[src/rtl/gb_pkg.sv]
// gb_pkg: shared Game Boy I/O addresses and timer types
package gb_pkg;
  localparam logic [15:0] ADDR_DIV  = 16'hFF04;
  localparam logic [15:0] ADDR_TIMA = 16'hFF05;
  localparam logic [15:0] ADDR_TMA  = 16'hFF06;
  localparam logic [15:0] ADDR_TAC  = 16'hFF07;
  localparam logic [15:0] ADDR_IF   = 16'hFF0F;
  typedef enum logic [1:0] {
    TAC_4096 = 2'b00,
    TAC_262K = 2'b01,
    TAC_65K  = 2'b10,
    TAC_16K  = 2'b11
  } tac_sel_t;
  typedef enum logic [1:0] {T_RUN, T_WAIT, T_RELOAD} timer_state_t;
endpackage

[src/rtl/gb_div_counter.sv]
// gb_div_counter: free-running 16-bit divider, TAC tap mux and falling-edge TIMA increment
// Ports: Clk/reset_n; div_clr_i (DIV write), tac_i (TAC value after this edge);
//        div_o (DIV byte), tima_inc_o (TIMA increments at this edge)
module gb_div_counter
  import gb_pkg::*;
(
  input  logic       Clk,
  input  logic       reset_n,
  input  logic       div_clr_i,
  input  logic [2:0] tac_i,
  output logic [7:0] div_o,
  output logic       tima_inc_o
);
  logic [15:0] div_q, div_d;
  logic        tick_q, tick_d, tap;
  tac_sel_t    sel;
  // tick is judged on the post-edge values, so a DIV clear or TAC change that
  // drops it counts as a falling edge just like the divider rolling over
  always_comb begin
    div_d      = div_clr_i ? 16'd0 : div_q + 16'd1;
    sel        = tac_sel_t'(tac_i[1:0]);
    tap        = sel == TAC_262K ? div_d[3] : sel == TAC_65K ? div_d[5] : sel == TAC_16K ? div_d[7] : div_d[9];
    tick_d     = tac_i[2] & tap;
    tima_inc_o = tick_q & ~tick_d;
    div_o      = div_q[15:8];
  end
  always_ff @(posedge Clk or negedge reset_n)
    if (!reset_n) begin
      div_q  <= '0;
      tick_q <= 1'b0;
    end else begin
      div_q  <= div_d;
      tick_q <= tick_d;
    end
endmodule

[src/rtl/gb_timer.sv]
// gb_timer: DMG timer/divider registers FF04-FF07 with delayed TIMA reload and timer irq
// Ports: Clk/reset_n; mem_addr/mem_wren/wr_data (CPU write side);
//        rd_data/rd_sel (read mux, FF when unselected); irq_timer (one-clock IF bit 2 request)
module gb_timer
  import gb_pkg::*;
#(
  parameter logic [15:0] BASE_ADDR = ADDR_DIV,
  parameter int          OVF_DELAY = 4
) (
  input  logic        Clk,
  input  logic        reset_n,
  input  logic [15:0] mem_addr,
  input  logic        mem_wren,
  input  logic [7:0]  wr_data,
  output logic [7:0]  rd_data,
  output logic        rd_sel,
  output logic        irq_timer
);
  localparam int CW = OVF_DELAY > 1 ? $clog2(OVF_DELAY) : 1;
  timer_state_t  state_q;
  logic [7:0]    tima_q, tma_q, div;
  logic [2:0]    tac_q, tac_d;
  logic [CW-1:0] ovf_cnt_q;
  logic [15:0]   off;
  logic          we_div, we_tima, we_tma, we_tac, tima_inc, irq_q;
  always_comb begin
    off       = mem_addr - BASE_ADDR;
    rd_sel    = off < 16'd4;
    we_div    = mem_wren & rd_sel & (off[1:0] == 2'd0);
    we_tima   = mem_wren & rd_sel & (off[1:0] == 2'd1);
    we_tma    = mem_wren & rd_sel & (off[1:0] == 2'd2);
    we_tac    = mem_wren & rd_sel & (off[1:0] == 2'd3);
    tac_d     = we_tac ? wr_data[2:0] : tac_q;
    rd_data   = !rd_sel ? 8'hFF : off[1:0] == 2'd0 ? div : off[1:0] == 2'd1 ? tima_q : off[1:0] == 2'd2 ? tma_q : {5'b11111, tac_q};
    irq_timer = irq_q;
  end
  gb_div_counter u_div (
    .Clk       (Clk),
    .reset_n   (reset_n),
    .div_clr_i (we_div),
    .tac_i     (tac_d),
    .div_o     (div),
    .tima_inc_o(tima_inc)
  );
  // WAIT is left on the edge where ovf_cnt reaches 0, so RELOAD is the last
  // cycle TIMA reads 00 and the reload plus irq land on the edge after it
  always_ff @(posedge Clk or negedge reset_n)
    if (!reset_n) begin
      state_q   <= T_RUN;
      tima_q    <= '0;
      tma_q     <= '0;
      tac_q     <= '0;
      ovf_cnt_q <= '0;
      irq_q     <= 1'b0;
    end else begin
      tac_q <= tac_d;
      irq_q <= state_q == T_RELOAD;
      if (we_tma) tma_q <= wr_data;
      case (state_q)
        T_RUN:
          if (we_tima) tima_q <= wr_data;
          else if (tima_inc && tima_q == 8'hFF) begin
            tima_q    <= '0;
            ovf_cnt_q <= CW'(OVF_DELAY - 1);
            state_q   <= T_WAIT;
          end else if (tima_inc) tima_q <= tima_q + 8'd1;
        T_WAIT:
          if (we_tima) begin
            tima_q  <= wr_data;
            state_q <= T_RUN;
          end else begin
            if (tima_inc) tima_q <= tima_q + 8'd1;
            ovf_cnt_q <= ovf_cnt_q - 1'b1;
            if (ovf_cnt_q <= CW'(1)) state_q <= T_RELOAD;
          end
        T_RELOAD: begin
          // a TMA write in this cycle reaches TIMA directly; TIMA writes are dropped
          tima_q  <= we_tma ? wr_data : tma_q;
          state_q <= T_RUN;
        end
        default: state_q <= T_RUN;
      endcase
    end
endmodule
[config.mk]
export PLATFORM = sky130hd
export DESIGN_NAME = gb_timer
export DESIGN_NICKNAME = d
export VERILOG_FILES = /design/src/rtl/gb_pkg.sv /design/src/rtl/gb_div_counter.sv /design/src/rtl/gb_timer.sv
export SDC_FILE = /design/constraint.sdc
export NUM_CORES = 1
export LEC_CHECK = 0
export ABC_AREA = 1
export CORE_MARGIN = 5
export CORE_UTILIZATION = 56
export CTS_CLUSTER_SIZE = 28
export DETAILED_ROUTE_END_ITERATION = 12
export GPL_TIMING_DRIVEN = 1
export HOLD_SLACK_MARGIN = 0.1
export PLACE_DENSITY = 0.9
export SLEW_MARGIN = 15
export SYNTH_ARGS = -nofsm -noshare
export SYNTH_HDL_FRONTEND = slang
export SYNTH_SLANG_ARGS = --single-unit
[constraint.sdc]
create_clock -name Clk -period 2.3 [get_ports Clk]
set_clock_uncertainty 0.2 [all_clocks]
set_input_delay 0.345 -clock Clk [delete_from_list [all_inputs] [get_ports Clk]]
set_output_delay 0.345 -clock Clk [all_outputs]
set_load 0.01 [all_outputs]
## Yosys cells after proc, flatten, opt, wreduce, memory -nomap -nowiden

Cells that the tools add are included.

- Register bits after elaboration: 41
- Bits in latches: 0
- Memory bits (writable): 0
- ROM bits: 0
- Input bits: 27
- Output and inout bits: 10
- Memories: 0

- Add/subtract/negate cells: 4
- $mul: 0
- Div/mod/pow operators: 0
- Magnitude comparators: 2
- Eq/ne operators: 13
- Shift operators: 0
- Multiplexer cells: 24
- Bitwise logic cells: 8
- Reductions and logical operators: 7

Operator list:

| cell | number |
|---|---|
| $mux W8 | 9 |
| $pmux W8 S3 | 1 |
| $add A16 B1 Y16 const B | 1 |
| $lt A16 B3 Y1 const B | 1 |
| $mux W16 | 1 |
| $sub A16 B16 Y16 const B | 1 |
| $mux W2 | 7 |
| $eq A2 B2 Y1 const B | 5 |
| $add A8 B1 Y8 const B | 1 |
| $eq A8 B8 Y1 const B | 1 |
| $pmux W2 S2 | 2 |
| $and A1 B1 Y1 | 7 |
| $eq A2 B1 Y1 const B | 3 |
| $ne A2 B2 Y1 const B | 3 |
| $logic_not A2 Y1 | 2 |
| $reduce_and A4 Y1 | 1 |
| $mux W1 | 3 |
| $mux W3 | 1 |
| $ne A3 B3 Y1 const B | 1 |
| $reduce_and A3 Y1 | 1 |
| $reduce_bool A3 Y1 | 1 |
| $le A2 B1 Y1 const B | 1 |
| $reduce_bool A2 Y1 | 1 |
| $sub A2 B1 Y2 const B | 1 |
| 2 further kinds | 2 |

## Logic depth before layout (Yosys ltp)

- Word-level depth: 16
- Gate-level depth with buffers: 20

## By module

Synthesis repeated with hierarchy kept, for this count alone.

- Cell total of the unflattened synthesis: 396
- Area total of the unflattened synthesis: 2865.2 um^2

Modules (own cells, without submodules):

| module | instances | cells each | area an instance (um^2) |
|---|---|---|---|
| gb_timer | 1 | 278 | 1894.3 |
| gb_div_counter | 1 | 118 | 970.9 |

## Worst setup path before layout

Ideal clock, no wire load.

- Path type: input -> register
- Start point: input mem_addr[6]
- End point: register tima_q[0]
- Arrival: 2.018 ns
- Setup slack: -0.035 ns
- Cell stages on the path: 16
- Path buffers: 1
- Cell sequence: nor2_2 > nand2_1 > nor2_1 > nand2_1 > nor2_2 > nand3_2 > nor2_4 > buf_6 > nand2_4 > clkinv_2 > nand2_4 > mux2_4 > a22oi_1 > nand2_1 > nand3_1 > nand2_1

- Longest elaborated chain between the ends: 16

RTL lines:

| what | RTL line | source |
|---|---|---|
| start: declaration | gb_timer.sv:12 | `input logic [15:0] mem_addr,` |
| $sub A16 B16 Y16 (*) | gb_timer.sv:27 | `off = mem_addr - BASE_ADDR;` |
| $lt A16 B3 Y1 (*) | gb_timer.sv:28 | `rd_sel = off < 16'd4;` |
| named net rd_sel | gb_timer.sv:16 | `output logic rd_sel,` |
| $and A1 B1 Y1 (*) | -- |  |
| $and A1 B1 Y1 | gb_timer.sv:32 | `we_tac = mem_wren & rd_sel & (off[1:0] == 2'd3);` |
| $mux W3 | gb_timer.sv:33 | `tac_d = we_tac ? wr_data[2:0] : tac_q;` |
| $eq A2 B2 Y1 | gb_div_counter.sv:22 | `tap = sel == TAC_262K ? div_d[3] : sel == TAC_65K ? div_d[5] : sel == TAC_16K ? div_d[7] : div_d[9];` |
| $mux W1 (3 in a row) | gb_div_counter.sv:22 |  |
| $and A1 B1 Y1 | gb_div_counter.sv:23 | `tick_d = tac_i[2] & tap;` |
| $not A1 Y1 | gb_div_counter.sv:24 | `tima_inc_o = tick_q & ~tick_d;` |
| $and A1 B1 Y1 | gb_div_counter.sv:24 |  |
| $mux W8 or $logic_and A1 B1 Y1 (tied branches) | -- |  |
| $mux W8 | gb_timer.sv:62 | `else if (tima_inc && tima_q == 8'hFF) begin` |
| $mux W8 | gb_timer.sv:61 | `if (we_tima) tima_q <= wr_data;` |
| $pmux W8 S3 (*) | gb_timer.sv:59 | `case (state_q)` |
| end signal: assignment | gb_timer.sv:61 |  |
| end signal: assignment | gb_timer.sv:66 | `end else if (tima_inc) tima_q <= tima_q + 8'd1;` |
| end signal: assignment | gb_timer.sv:69 | `tima_q <= wr_data;` |
| end: declaration | gb_timer.sv:21 | `logic [7:0] tima_q, tma_q, div;` |

The timed path passes the listed nets; every way through them passes the cells marked *.
A chain may end at the register's enable or synchronous reset.

## Worst setup path after layout

- Start point: input mem_addr[5]
- End point: register tima_q[6]

- Longest elaborated chain between the ends: 16

RTL lines:

| what | RTL line | source |
|---|---|---|
| $sub A16 B16 Y16 (*) | gb_timer.sv:27 |  |
| $lt A16 B3 Y1 (*) | gb_timer.sv:28 |  |
| $and A1 B1 Y1 (*) (2 in a row) | gb_timer.sv:32 |  |
| $mux W3 (*) | gb_timer.sv:33 |  |
| named net tac_d[1] | gb_timer.sv:22 | `logic [2:0] tac_q, tac_d;` |
| $eq A2 B2 Y1 | gb_div_counter.sv:22 |  |
| $mux W1 (2 in a row) | gb_div_counter.sv:22 |  |
| $mux W1 (*) | gb_div_counter.sv:22 |  |
| $and A1 B1 Y1 (*) | gb_div_counter.sv:23 |  |
| $not A1 Y1 (*) | gb_div_counter.sv:24 |  |
| $and A1 B1 Y1 (*) | gb_div_counter.sv:24 |  |
| $mux W8 or $logic_and A1 B1 Y1 (tied branches) | -- |  |
| $mux W8 | gb_timer.sv:62 |  |
| $mux W8 | gb_timer.sv:61 |  |
| $pmux W8 S3 (*) | gb_timer.sv:59 |  |

Marks and branches as above.

==> results.cfg <==
[timing]
report.final.slew_viol_count = 0
finalCriticalPeriod_ps = 2600
layout_setup_ws_ps = -302
rsz0062_at_grt = true
worst_pin_slew_ps = 681
hold_viol = 0
slew_headroom_pct = 54.6
min_period_over_period_pct = 113
setup-violations-final = 20
fmax_ghz = 0.384

[floorplanning]
ios = 37
rows = 26
core_um2 = 5200
die_y_um = 83.8
dieArea_um2 = 7020
die_w_um = 83.8
start_util_pct = 58.6

[clock_tree]
cts_tree = yes
root_buffer = clkbuf_8
clk_latency_ps = 300
clk_pin_slew_ps = 80
cts_buffers = 5
cts.path.max_buffers = 2
h-tree-depth = 2
clock_sinks = 41

[synth]
synthArstFlopShare_pct = 100
synth_ff_type = dfrtp_1
yosysSeqAreaShare_pct = 33.7
synth.cell_area_um2 = 3050
avgSynthCellArea_um2 = 6.82
synth_nets = 481
synth_edf_count = 0
netlist_instances = 447
ys_ff_latch = 41
yosysWarnings = 0
ys_types = 39

[setup_path]
critPathKind = primary input to register
required_ps = 2290
worst-path-max-fanout = 7
worstSetupStartpointType = primary input
reg2reg_depth = 17
path_cells = buf_6, nor2_4, nand3_4, nand2_2, nand2_2, nand2_2, nand3_2, nor2_4, nand4_1, nand2_2, nand2_1, nand3_1, nand2_2, nand2_8, buf_6, nand3_2, nand2_2, nand2_2, nand2_2, a21oi_2
slowest_delay_ps = 200
crit_path_frequent_cell = nand2_2
cp.arrival_ps = 2590
end_kind = register
crit_family = simple AND/OR/NAND/NOR gates
cp_slowest_cell = nor2_4
cp.depth = 20
crit_buf_inv = 2

[global_route]
grt-ovfl-total = 0
grt_antenna_before_repair = 0
grt_max_degree = 42
grt_pass1_wl_mm = 16.0
grtUsageTotal_pct = 27.6
grt_pass1_vias = 3571

[layout]
final_core_util_pct = 82.1
antenna-diode-count = 0
final_nets = 585
final_common_cell = nand2_1
finalNonFillerCells = 621
final_cell_mix = nand2_1 (97), inv_1 (67), buf_4 (63)
area_growth_pct = 40.1
drive_above_1_share_pct = 33.0

[placed_design]
gp_congestion = 0.914
portBuffers = 36
dp.cells = 602
dp_hpwl_mm = 6.80

[drt]
first_pass_iters = 7
wl_per_cell_um = 17.1
drc = 0
drt_iter0_markers = 307
vias_per_cell = 5.88
antenna_left = 0
vias = 3652
routed_wl_mm = 10.6

[run_status]
violations = negative setup slack
status = finished with violations

[run]
maxCapViolations = 0

[power]
irDropWorstVdd_mv = 0.298
p_leak_nw = 2.21
power.density_nw_per_um2 = 370

[hold_path]
min_path_cells = 2
hold_class = register to register
## worst register-to-register path: cells and delay by family, from the launching register on
| family | cells | cell delay [ps] |
|---|---|---|
| and+or+nand+nor | 13 | 1310 |
| buffers and inverters | 2 | 220 |
| AOI/OAI and AO/OA | 2 | 350 |
| DFF | 1 | 370 |
## flip-flops by register name, summed over array words and instances (netlist names)
| signal | flops |
|---|---|
| tma_q | 8 |
| irq_timer | 1 |
| ovf_cnt_q | 2 |
| tima_q | 8 |
| tac_q | 3 |
| u_div.div_q | 16 |
| u_div.tick_q | 1 |
| state_q | 2 |
## routing by layer
metal / up-vias / global-route usage [%] / wire (µm)
li1: 1649 / - / -
met1: 1718 / 30.3 / 3840
met2: 207 / 49.7 / 5450
met3: 78 / 5.03 / 740
met4: 0 / 14.8 / 597
met5: - / 0 / 0
## synthesized netlist by cell type (2+ instances only)
cell | count | share of area (%)
or2_2 | 3 | 0.62
nand3_2 | 2 | 0.66
a21oi_1 | 12 | 2.0
xnor2_1 | 2 | 0.57
nand2_4 | 2 | 0.74
inv_2 | 2 | 0.25
clkbuf_1 | 3 | 0.37
nor2_4 | 3 | 1.1
nand2_2 | 7 | 1.4
dfrtp_1 | 41 | 34
nor2_2 | 4 | 0.82
o21ai_1 | 2 | 0.33
o22ai_1 | 4 | 0.82
nand2_1 | 121 | 15
nor4_1 | 2 | 0.41
mux2_4 | 2 | 0.99
buf_6 | 2 | 0.74
nand3b_1 | 3 | 0.74
nor3_1 | 7 | 1.1
nand4_1 | 11 | 2.3
buf_2 | 3 | 0.49
xor2_1 | 9 | 2.6
o21ai_0 | 13 | 2.1
inv_1 | 69 | 8.5
nand3_1 | 51 | 8.4
a22oi_1 | 7 | 1.7
nor2_1 | 39 | 4.8
o221ai_1 | 4 | 1.1
ha_1 | 7 | 2.9
## worst paths after layout
kind                                 from         endpoint  slack [ps]
setup reg to reg           u_div.div_q[1]        tima_q[6]        -220
max in group asynchronous         reset_n        tima_q[2]        1070
hold reg to reg              ovf_cnt_q[1]     ovf_cnt_q[1]         330
setup / recovery              mem_addr[5]        tima_q[6]        -300
hold / removal               ovf_cnt_q[1]     ovf_cnt_q[1]         330
min in group asynchronous         reset_n  u_div.div_q[14]         430
## final cells by class
cell class / count / area [µm²]
Clock inverter: 1 / 7.51
Tap cell: 70 / 87.6
Sequential cell: 41 / 1030
Multi-Input combinational cell: 325 / 1960
Inverter: 72 / 275
Fill cell: 302 / 933
Clock buffer: 6 / 82.6
Timing Repair Buffer: 106 / 836
## through the flow
step | total power, W | instance area, µm² | hold WS (ps) | TNS (ps) | worst slack (ps)
2_1_floorplan | 0.000917 | 3070 | -151 | -51.8 | -25.9
3_3_place_gp | 0.00105 | 3880 | 241 | -18330 | -719
3_5_place_dp | 0.00106 | 3880 | 249 | -21390 | -820
4_1_cts | 0.00155 | 4090 | 331 | -589 | -79.7
5_1_grt | 0.00165 | 4270 | 344 | -5140 | -414
6_report | 0.00158 | 4270 | 332 | -3050 | -302
## cell families after synthesis
logic type | count (synthesis) | synth area share (%)
simple gates | 258 | 39.2
buf+inv | 81 | 10.6
compound gates | 46 | 9.07
flops | 41 | 33.7
xor+xnor | 11 | 3.16
fa+ha+maj | 7 | 2.87
mux | 3 | 1.35
## power breakdown
group | internal (W) | total [W] | switching (W)
logic | 0.000135 | 0.000299 | 0.000164
registers | 0.000750 | 0.000777 | 0.0000273
clock network | 0.000238 | 0.000504 | 0.000267
## repair_timing
| item | in CTS | in global routing |
|---|---|---|
| pin swaps | 35 | 27 |
| gates resized for setup | 126 | 46 |
| buffers inserted | 7 | 5 |
| setup endpoints to repair | 33 | 25 |
| endpoints found under the hold margin | 41 | 0 |
| hold buffers | 1 | 0 |
(Power assumes the default switching activity.)
